--- src/rtl/disp_median3x3.sv ---
// 3x3 median filter over vertically aligned disparity taps, raster order, with end-of-frame flush.
// Optional MEDIAN_BORDER_ZERO_EN: border pixels emit 0 instead of the centre value.
module disp_median3x3 #(
   parameter int unsigned DWIDTH = 18,
   parameter int unsigned AWIDTH = 11
) (
   input  logic              clk_i,
   input  logic              rst_i,
   input  logic              clken_i,
   input  logic [AWIDTH-1:0] width_i,
   input  logic [AWIDTH-1:0] height_i,
   input  logic              in_valid_i,
   input  logic [DWIDTH-1:0] top_i,
   input  logic [DWIDTH-1:0] mid_i,
   input  logic [DWIDTH-1:0] bot_i,
   output logic [DWIDTH-1:0] dout_o,
   output logic              out_valid_o,
   output logic              frame_done_o
);

   typedef logic [DWIDTH-1:0] pix_t;
   typedef logic [2:0][DWIDTH-1:0] col_t;

   typedef enum logic [1:0] {
      StIdle,
      StRun,
      StFlush
   } state_e;

   function automatic pix_t min2(input pix_t a, input pix_t b);
      return (a < b) ? a : b;
   endfunction

   function automatic pix_t max2(input pix_t a, input pix_t b);
      return (a < b) ? b : a;
   endfunction

   function automatic pix_t min3(input pix_t a, input pix_t b, input pix_t c);
      return min2(min2(a, b), c);
   endfunction

   function automatic pix_t max3(input pix_t a, input pix_t b, input pix_t c);
      return max2(max2(a, b), c);
   endfunction

   function automatic pix_t med3(input pix_t a, input pix_t b, input pix_t c);
      return max2(min2(a, b), min2(max2(a, b), c));
   endfunction

   state_e state_q, state_d;

   logic [AWIDTH-1:0] wid_q, wid_d, hgt_q, hgt_d;
   logic [AWIDTH-1:0] ic_q, ic_d, ir_q, ir_d;
   logic [AWIDTH-1:0] cc_q, cc_d, cr_q, cr_d;
   logic [AWIDTH-1:0] w_m1, wid_m1, hgt_m1;

   logic accept, flush_beat, shift, last_beat;

   // Window: col_q[0] newest column, col_q[1] centre column; each column is {bot, mid, top}.
   col_t col_q [3];
   logic win_vld_q, win_vld_d;
   logic win_brd_q, win_brd_d;
   logic win_last_q, win_last_d;

   col_t s1_min_q, s1_med_q, s1_max_q;
   col_t s1_min_d, s1_med_d, s1_max_d;
   pix_t s1_ctr_q;
   logic s1_vld_q, s1_brd_q, s1_last_q;

   pix_t s2_lo_q, s2_md_q, s2_hi_q, s2_ctr_q;
   logic s2_vld_q, s2_brd_q, s2_last_q;

   pix_t dout_q;
   logic out_valid_q, frame_done_q;
   pix_t border_val;

   assign accept     = clken_i & in_valid_i & (state_q != StFlush);
   assign flush_beat = clken_i & (state_q == StFlush);
   assign shift      = accept | flush_beat;

   assign wid_m1 = wid_q - AWIDTH'(1);
   assign hgt_m1 = hgt_q - AWIDTH'(1);
   assign w_m1   = (state_q == StIdle) ? (width_i - AWIDTH'(1)) : wid_m1;

   assign last_beat = accept & (state_q == StRun) & (ic_q == wid_m1) & (ir_q == hgt_m1);

   // FSM next state
   always_comb begin
      state_d = state_q;
      case (state_q)
         StIdle:  if (accept) state_d = StRun;
         StRun:   if (last_beat) state_d = StFlush;
         StFlush: if (clken_i) state_d = StIdle;
         default: state_d = StIdle;
      endcase
   end

   // Frame geometry latch and input counters
   always_comb begin
      wid_d = wid_q;
      hgt_d = hgt_q;
      ic_d  = ic_q;
      ir_d  = ir_q;
      if (accept && state_q == StIdle) begin
         wid_d = width_i;
         hgt_d = height_i;
      end
      if (accept) begin
         if (last_beat) begin
            ic_d = '0;
            ir_d = '0;
         end else if (ic_q == w_m1) begin
            ic_d = '0;
            ir_d = ir_q + AWIDTH'(1);
         end else begin
            ic_d = ic_q + AWIDTH'(1);
         end
      end
   end

   // Centre counters trail the input counters; the first beat of a frame only primes the window.
   always_comb begin
      cc_d       = cc_q;
      cr_d       = cr_q;
      win_vld_d  = 1'b0;
      win_brd_d  = win_brd_q;
      win_last_d = 1'b0;
      if (shift && state_q != StIdle) begin
         win_vld_d  = 1'b1;
         win_brd_d  = (cr_q == '0) | (cr_q == hgt_m1) | (cc_q == '0) | (cc_q == wid_m1);
         win_last_d = flush_beat;
         if (flush_beat) begin
            cc_d = '0;
            cr_d = '0;
         end else if (cc_q == wid_m1) begin
            cc_d = '0;
            cr_d = cr_q + AWIDTH'(1);
         end else begin
            cc_d = cc_q + AWIDTH'(1);
         end
      end
   end

   // S1: per-column sort
   always_comb begin
      s1_min_d = '0;
      s1_med_d = '0;
      s1_max_d = '0;
      for (int k = 0; k < 3; k++) begin
         s1_min_d[k] = min3(col_q[k][0], col_q[k][1], col_q[k][2]);
         s1_med_d[k] = med3(col_q[k][0], col_q[k][1], col_q[k][2]);
         s1_max_d[k] = max3(col_q[k][0], col_q[k][1], col_q[k][2]);
      end
   end

`ifdef MEDIAN_BORDER_ZERO_EN
   assign border_val = '0;
`else
   assign border_val = s2_ctr_q;
`endif

   always_ff @(posedge clk_i or posedge rst_i) begin
      if (rst_i) begin
         state_q <= StIdle;
         wid_q   <= '0;
         hgt_q   <= '0;
         ic_q    <= '0;
         ir_q    <= '0;
         cc_q    <= '0;
         cr_q    <= '0;
      end else if (clken_i) begin
         state_q <= state_d;
         wid_q   <= wid_d;
         hgt_q   <= hgt_d;
         ic_q    <= ic_d;
         ir_q    <= ir_d;
         cc_q    <= cc_d;
         cr_q    <= cr_d;
      end
   end

   // Window shift; flush beat shifts whatever is on the taps, which only feeds border output.
   always_ff @(posedge clk_i or posedge rst_i) begin
      if (rst_i) begin
         for (int k = 0; k < 3; k++) col_q[k] <= '0;
         win_vld_q  <= 1'b0;
         win_brd_q  <= 1'b0;
         win_last_q <= 1'b0;
      end else if (clken_i) begin
         if (shift) begin
            col_q[2] <= col_q[1];
            col_q[1] <= col_q[0];
            col_q[0] <= {bot_i, mid_i, top_i};
         end
         win_vld_q  <= win_vld_d;
         win_brd_q  <= win_brd_d;
         win_last_q <= win_last_d;
      end
   end

   always_ff @(posedge clk_i or posedge rst_i) begin
      if (rst_i) begin
         s1_min_q  <= '0;
         s1_med_q  <= '0;
         s1_max_q  <= '0;
         s1_ctr_q  <= '0;
         s1_vld_q  <= 1'b0;
         s1_brd_q  <= 1'b0;
         s1_last_q <= 1'b0;
         s2_lo_q   <= '0;
         s2_md_q   <= '0;
         s2_hi_q   <= '0;
         s2_ctr_q  <= '0;
         s2_vld_q  <= 1'b0;
         s2_brd_q  <= 1'b0;
         s2_last_q <= 1'b0;
      end else if (clken_i) begin
         s1_min_q  <= s1_min_d;
         s1_med_q  <= s1_med_d;
         s1_max_q  <= s1_max_d;
         s1_ctr_q  <= col_q[1][1];
         s1_vld_q  <= win_vld_q;
         s1_brd_q  <= win_brd_q;
         s1_last_q <= win_last_q;
         s2_lo_q   <= max3(s1_min_q[0], s1_min_q[1], s1_min_q[2]);
         s2_md_q   <= med3(s1_med_q[0], s1_med_q[1], s1_med_q[2]);
         s2_hi_q   <= min3(s1_max_q[0], s1_max_q[1], s1_max_q[2]);
         s2_ctr_q  <= s1_ctr_q;
         s2_vld_q  <= s1_vld_q;
         s2_brd_q  <= s1_brd_q;
         s2_last_q <= s1_last_q;
      end
   end

   // S3: final median or border value; dout holds between valid outputs.
   always_ff @(posedge clk_i or posedge rst_i) begin
      if (rst_i) begin
         dout_q       <= '0;
         out_valid_q  <= 1'b0;
         frame_done_q <= 1'b0;
      end else if (clken_i) begin
         if (s2_vld_q) begin
            dout_q <= s2_brd_q ? border_val : med3(s2_lo_q, s2_md_q, s2_hi_q);
         end
         out_valid_q  <= s2_vld_q;
         frame_done_q <= s2_vld_q & s2_last_q;
      end
   end

   assign dout_o       = dout_q;
   assign out_valid_o  = out_valid_q;
   assign frame_done_o = frame_done_q;

endmodule

--- config.mk ---
export PLATFORM = sky130hd
export DESIGN_NAME = disp_median3x3
export DESIGN_NICKNAME = d
export VERILOG_FILES = /design/src/rtl/disp_median3x3.sv
export SDC_FILE = /design/constraint.sdc
export NUM_CORES = 2
export LEC_CHECK = 0
export BUFFER_PORTS_ARGS = -buffer_cell sky130_fd_sc_hd__buf_2
export CORE_ASPECT_RATIO = 0.9
export CORE_MARGIN = 2
export CORE_UTILIZATION = 45
export DETAILED_ROUTE_END_ITERATION = 8
export GPL_ROUTABILITY_DRIVEN = 0
export PLACE_DENSITY = 0.61
export SLEW_MARGIN = 20
export SYNTH_ARGS = -nofsm -noshare
export SYNTH_HDL_FRONTEND = slang
export SYNTH_SLANG_ARGS = --single-unit
--- constraint.sdc ---
create_clock -name clk_i -period 16.8 [get_ports clk_i]
set_input_delay 2.52 -clock clk_i [delete_from_list [all_inputs] [get_ports clk_i]]
set_output_delay 2.52 -clock clk_i [all_outputs]
set_load 0.1 [all_outputs]
Yosys cells after proc, flatten, opt, wreduce, memory -nomap -nowiden
Cells that the tools add are included.
- eq/ne operators: 10
- bitwise gates (word level): 11
- add/subtract/negate cells: 7
- mux-type cells: 45
- order comparisons: 22
- reduce and logical (&&, ||, !) cells: 16
- operator list (operator ; count):
    $mux 18 ; 31
    $lt 18x18->1 ; 22
    $mux 11 ; 9
    $eq 11x11->1 ; 5
    $add 11x1->11 const B ; 4
    $sub 11x1->11 const B ; 3
    $logic_not 11->1 ; 2
    $reduce_and 2->1 ; 5
    $reduce_and 3->1 ; 3
    $and 1x1->1 ; 7
    $ne 2x2->1 const B ; 3
    $reduce_bool 2->1 ; 3
    $mux 2 ; 2
    $or 1x1->1 ; 4
    $pmux 2 s2 ; 1
    $eq 2x1->1 const B ; 1
    $eq 2x2->1 const B ; 1
    $logic_and 1x1->1 ; 2
    $logic_not 2->1 ; 1
    $mux 1 ; 2
- output and inout port bits: 20
- bits of input ports: 80
- logic and storage cells: 153
- register bits: 511

Depth between registers and ports, before layout
- depth after elaboration: 7
- depth in mapped cells: 33
- mapped depth without buffers: 28

Worst setup path before layout
OpenSTA, ideal clock, no wires.
- path type: register -> register
- from: reg col_q[56] (netlist name)
- to: reg s1_med_q[20] (netlist name)
- slack: 9.828 ns
- path buffers: 5
- library setup time: 0.095 ns
- clock period less this slack: 6.972 ns
- arrival time: 6.877 ns
- required time: 16.705 ns
- stages on the path, launching flop included: 31
- path through: dfrtp_1 ha_1 a21o_1 a31oi_1 o21ai_0 a221o_1 a21o_1 clkbuf_1 nand2_1 o21ai_0 ha_1 or4_1 o22a_1 a2111o_1 a2111oi_0 a211o_1 buf_4 buf_4 mux2i_1 ha_1 a21o_1 a21o_1 a21oi_1 o21ai_0 a211oi_1 o21a_1 nand4b_1 and2_1 clkbuf_1 buf_2 o31ai_1
- cells in the longest elaborated chain, start to end: 6
- elaborated cells between the ends (all ways): 7
- those cells by class: order compare: 3; mux: 4
- ends and longest elaborated chain (element ; line ; source):
    start: declaration ; 60 ; col_t col_q [3];
    $lt 18x18->1 ; 31, 35 ;
    $mux 18 ; 35 ; return (a < b) ? b : a;
    $lt 18x18->1 ; 31 ; return (a < b) ? a : b;
    $mux 18 ; 31 ;
    $lt 18x18->1 ; 35 ;
    $mux 18 * ; 35 ;
    end signal: assignment ; 219 ; s1_med_q <= s1_med_d;
    end: declaration ; 65 ; col_t s1_min_q, s1_med_q, s1_max_q;
Every way passes the cells marked *; elsewhere a longest branch is shown, timed or not.
A chain may end at the register's enable or synchronous reset.

Final worst setup path
- from: reg col_q[83] (netlist name)
- to: reg s1_med_q[35] (netlist name)
Same word-level chain as after synthesis.

==> results.tsv <==
stage	metric	value	unit
run_status	outcome	completed	
clock_tree	Hold-fix buffers, CTS	0	
sta	RSZ-0062 raised after global routing	no	
global_route	initial antenna violation count	3	
global_route	largest net degree at the start of global routing	166	
power_and_ir_drop	combinational power share	0.635	
min_path	Hold Startpoint	win_last_q$_DFFE_PP0P_	
floorplanning	chip width	304	um
worst_setup_path	startpoint types	flip-flop	
clock_tree	Skew-Pair Late Insertion Delay	660	ps
sta	Setup Skew	39.9	ps
power_and_ir_drop	clock share of power	0.148	
sta	normalized max-slew margin	0.193	
sta	Final Slew Violations	0	
routing	wire length per cell	24.3	um
worst_setup_path	Required @ worst endpoint	17340	ps
worst_setup_path	Arr. time, crit path	8880	ps
worst_setup_path	r2r endpoint	s1_med_q[35]$_DFFE_PP0P_	
routing	Pre-antenna DRT Iters	6	
synth	simple-gate area share of the yosys netlist	0.156	
synth	commonest cells in the netlist	nand2_1 (576), dfrtp_1 (511), ha_1 (383)	
cells_and_area	post-route cell area	40200	um^2
synth	xor-xnor portion of the synthesized cell area	0.0295	
routing	DR vias	31600	
floorplanning	Die Y-Extent	274	um
synth	syn nets	4583	
clock_tree	post-CTS resize count	0	
cells_and_area	Layout area overhead	9.99	%
worst_setup_path	crit-path max FO	38	
global_route	vias in the first global route	29500	
clock_tree	Clock transition at path regs	70	ps
worst_setup_path	Most common cell on crit path	a21o_1	
worst_setup_path	Critical Path End Type	flip-flop	
placed_design	placed cell area	38000	um^2
placed_design	I/O Buffers	99	
power_and_ir_drop	sw frac	0.507	
clock_tree	cts bufs inserted	59	
synth	Syn Std Cell Area	36600	um^2
clock_tree	Longest Clk Path Bufs	3	
worst_setup_path	R2R setup slack	8450	ps
sta	Hold Vio Cnt, Final	0	
synth	top cells by area, synth	dfrtp_1 (35%), ha_1 (13%), nand2_1 (5.9%), o21ai_0 (5.2%), mux2i_1 (5.0%)	
synth	number of flops mapped to enable cells by yosys	0	
floorplanning	Core ar.	80800	um^2
worst_setup_path	CP Cell Sequence	inv_1, ha_1, a21o_1, a21o_1, a21oi_1, o21ai_0, a21o_1, o21ai_0, ha_1, or4_1, o22a_1, a2111o_1, a2111oi_0, a211o_2, mux2i_1, ha_1, a21o_1, a21o_1, a21oi_1, o21ai_0, a211oi_1, nand2_1, and2_1, a311o_1	
power_and_ir_drop	P_sw	4.91	mW
sta	min Tclk post-route	8350	ps
routing	DRC viols	0	
cells_and_area	Post-layout nets	4573	
routing	Detailed Route WL	127	mm
power_and_ir_drop	leak pwr	19.0	nW
min_path	worst hold path class	reg2reg	
global_route	GRT Total Usage	0.301	
synth	number of synthesis warnings	0	
flow_run	Max-Cap Viols	0	
power_and_ir_drop	sequential share of power	0.217	
power_and_ir_drop	Peak VDD IR	0.152	mV
cells_and_area	filler cell count	7779	
worst_setup_path	CP max-delay cell	a211o_2	
synth	sequential area share after synthesis	0.350	
synth	multiplexer area fraction after synthesis	0.0942	
sta	hold_ws	482	ps
synth	top-area cell type share of the netlist area	0.350	
synth	Seq cells post-synth	511	
sta	Final Cycle Share	0.497	
sta	Sum Neg Setup Slack	0	ps
clock_tree	CTS tree	yes	
clock_tree	postcts setup bufs	0	
cells_and_area	share of cells above drive strength 1	0.118	
synth	Adder-Cell Fraction of Synth Area	0.131	
synth	combinational family with the most area after synthesis	compound AO/OA/AOI/OAI gates	
floorplanning	die area	83500	um^2
sta	Setup-failing EPs final	0	
synth	Mean Syn Cell Area	8.87	um^2
synth	count leader, synth	nand2_1	
floorplanning	# rows	99	
worst_setup_path	crit-path max cell delay	830	ps
floorplanning	Initial Utilization	0.453	
synth	Synth Area in Compound Gates	0.181	
power_and_ir_drop	Internal Power	4.77	mW
worst_setup_path	worst reg2reg path depth	24	
global_route	first-pass GRT wire length	190	mm
synth	cells after synthesis	4120	
sta	actual slew at the worst max-slew pin	1200	ps
min_path	worst hold stages	1	
clock_tree	CTS Root Cell	clkbuf_16	
worst_setup_path	origin of the critical flop-to-flop path	col_q[83]$_DFFE_PP0P_	
clock_tree	CTS Sinks	511	
synth	Async SR Flop Fraction	1.00	
synth	main flop type after synthesis	dfrtp_1	
routing	vias per inst	6.06	
routing	Routed Antenna Nets	0	
routing	1st-iter DRT viols	3278	
global_route	total grt overflow	0	
min_path	Hold Crit Endpoint	win_last_q$_DFFE_PP0P_	
worst_setup_path	CP Class	reg2reg	
clock_tree	# H-tree levels	2	
synth	post-synth top area cell	dfrtp_1	
placed_design	hpwl dp	97.8	mm
synth	library cells used by synthesis	88	
power_and_ir_drop	PwrDens	241	nW/um^2
floorplanning	io pins	100	
sta	fmax	120	MHz
flip-flops by register name (all words and copies together) (netlist names), 11 cells and up:
name        count
ic_q           11
cc_q           11
s1_med_q       54
s1_max_q       54
s2_hi_q        18
s2_lo_q        18
cr_q           11
border_val     18
s1_min_q       54
ir_q           11
dout_o         18
wid_q          11
col_q         162
hgt_q          11
s1_ctr_q       18
s2_md_q        18
layer usage:
metal  part of all wire  track usage
met3              0.086       0.0570
met4              0.045        0.125
met5            0.00021            0
met2               0.40        0.428
met1               0.46        0.444
layout make-up:
class	instances	area, um^2	area share
Inverter	330	1250	0.0311
Timing Repair Buffer	155	938	0.0233
Antenna cell	1	2.50	0.0000622
Clock inverter	26	352	0.00875
Tap cell	1060	1330	0.0330
Sequential cell	511	12800	0.318
Clock buffer	85	1800	0.0447
Multi-Input combinational cell	3053	21700	0.541
logic make-up (layout without fill, tap and decap cells):
family          count (synthesis)  in the layout
compound gates               1030           1030
xor+xnor                       91             91
fa+ha+maj                     383            383
buf+inv                       556            596
flops                         511            511
mux                           326            326
other cells                     0              1
simple gates                 1223           1223
layout by cell type (no fill, tap or decap), types with 18 or more instances in the layout:
| master | n |
|---|---|
| a211o_1 | 22 |
| a211oi_1 | 39 |
| a21o_1 | 90 |
| a21oi_1 | 179 |
| a311oi_1 | 18 |
| a31o_2 | 18 |
| buf_2 | 98 |
| buf_4 | 55 |
| clkbuf_16 | 61 |
| clkbuf_8 | 18 |
| dfrtp_1 | 511 |
| ha_1 | 383 |
| inv_1 | 328 |
| mux2_2 | 144 |
| mux2i_1 | 182 |
| nand2_1 | 575 |
| nand3_1 | 128 |
| nand3b_1 | 19 |
| nand4_1 | 71 |
| nor2_1 | 153 |
| nor2b_1 | 27 |
| nor3_1 | 88 |
| nor4_1 | 30 |
| o21a_1 | 19 |
| o21ai_0 | 382 |
| o221ai_1 | 32 |
| o22ai_1 | 19 |
| o311ai_0 | 19 |
| o31ai_1 | 25 |
| or2_2 | 28 |
| xnor2_1 | 44 |
| xnor3_1 | 20 |
| xor2_1 | 26 |
critical path: cells and delay by family (launching register included):
family                     cells  cell delay (ps)
AOI/OAI and AO/OA             16             5020
muxes                          1              350
adders and majority gates      3              870
buffers and inverters          1               90
DFF                            1              370
and+or+nand+nor                3             1490
power groups by stage:
stage                     sequential [mW]  combinational, mW  clock (mW)
after floorplan                      2.00               4.29           0
after global placement               2.09               5.90           0
after detailed placement             2.09               5.97           0
after CTS                            2.08               6.00        1.45
after global routing                 2.13               6.75        1.50
final                                2.10               6.14        1.43
how the worst max path moves through the flow:
stage | startpoint | end | slack (ps) | cells after the start
2_1_floorplan | rst_i | border_val[0]$_DFFE_PP0P_ | 9 | 1
3_3_place_gp | col_q[74]$_DFFE_PP0P_ | s1_med_q[19]$_DFFE_PP0P_ | 8730 | 25
4_1_cts | col_q[130]$_DFFE_PP0P_ | s1_med_q[0]$_DFFE_PP0P_ | 8580 | 29
5_1_grt | col_q[130]$_DFFE_PP0P_ | s1_med_q[0]$_DFFE_PP0P_ | 7730 | 29
3_5_place_dp | col_q[121]$_DFFE_PP0P_ | s1_med_q[0]$_DFFE_PP0P_ | 8620 | 28
6_report | col_q[83]$_DFFE_PP0P_ | s1_med_q[35]$_DFFE_PP0P_ | 8450 | 24
metrics by stage:
step	util	std cells	setup WS, ps	power (mW)
2_1_floorplan	-	4120	8.50	6.29
3_3_place_gp	0.471	5109	8730	7.99
3_5_place_dp	0.471	5109	8620	8.07
4_1_cts	0.498	5220	8580	9.52
5_1_grt	0.498	5220	7730	10.4
6_report	0.498	5221	8450	9.68
(Power assumes the default switching activity.)
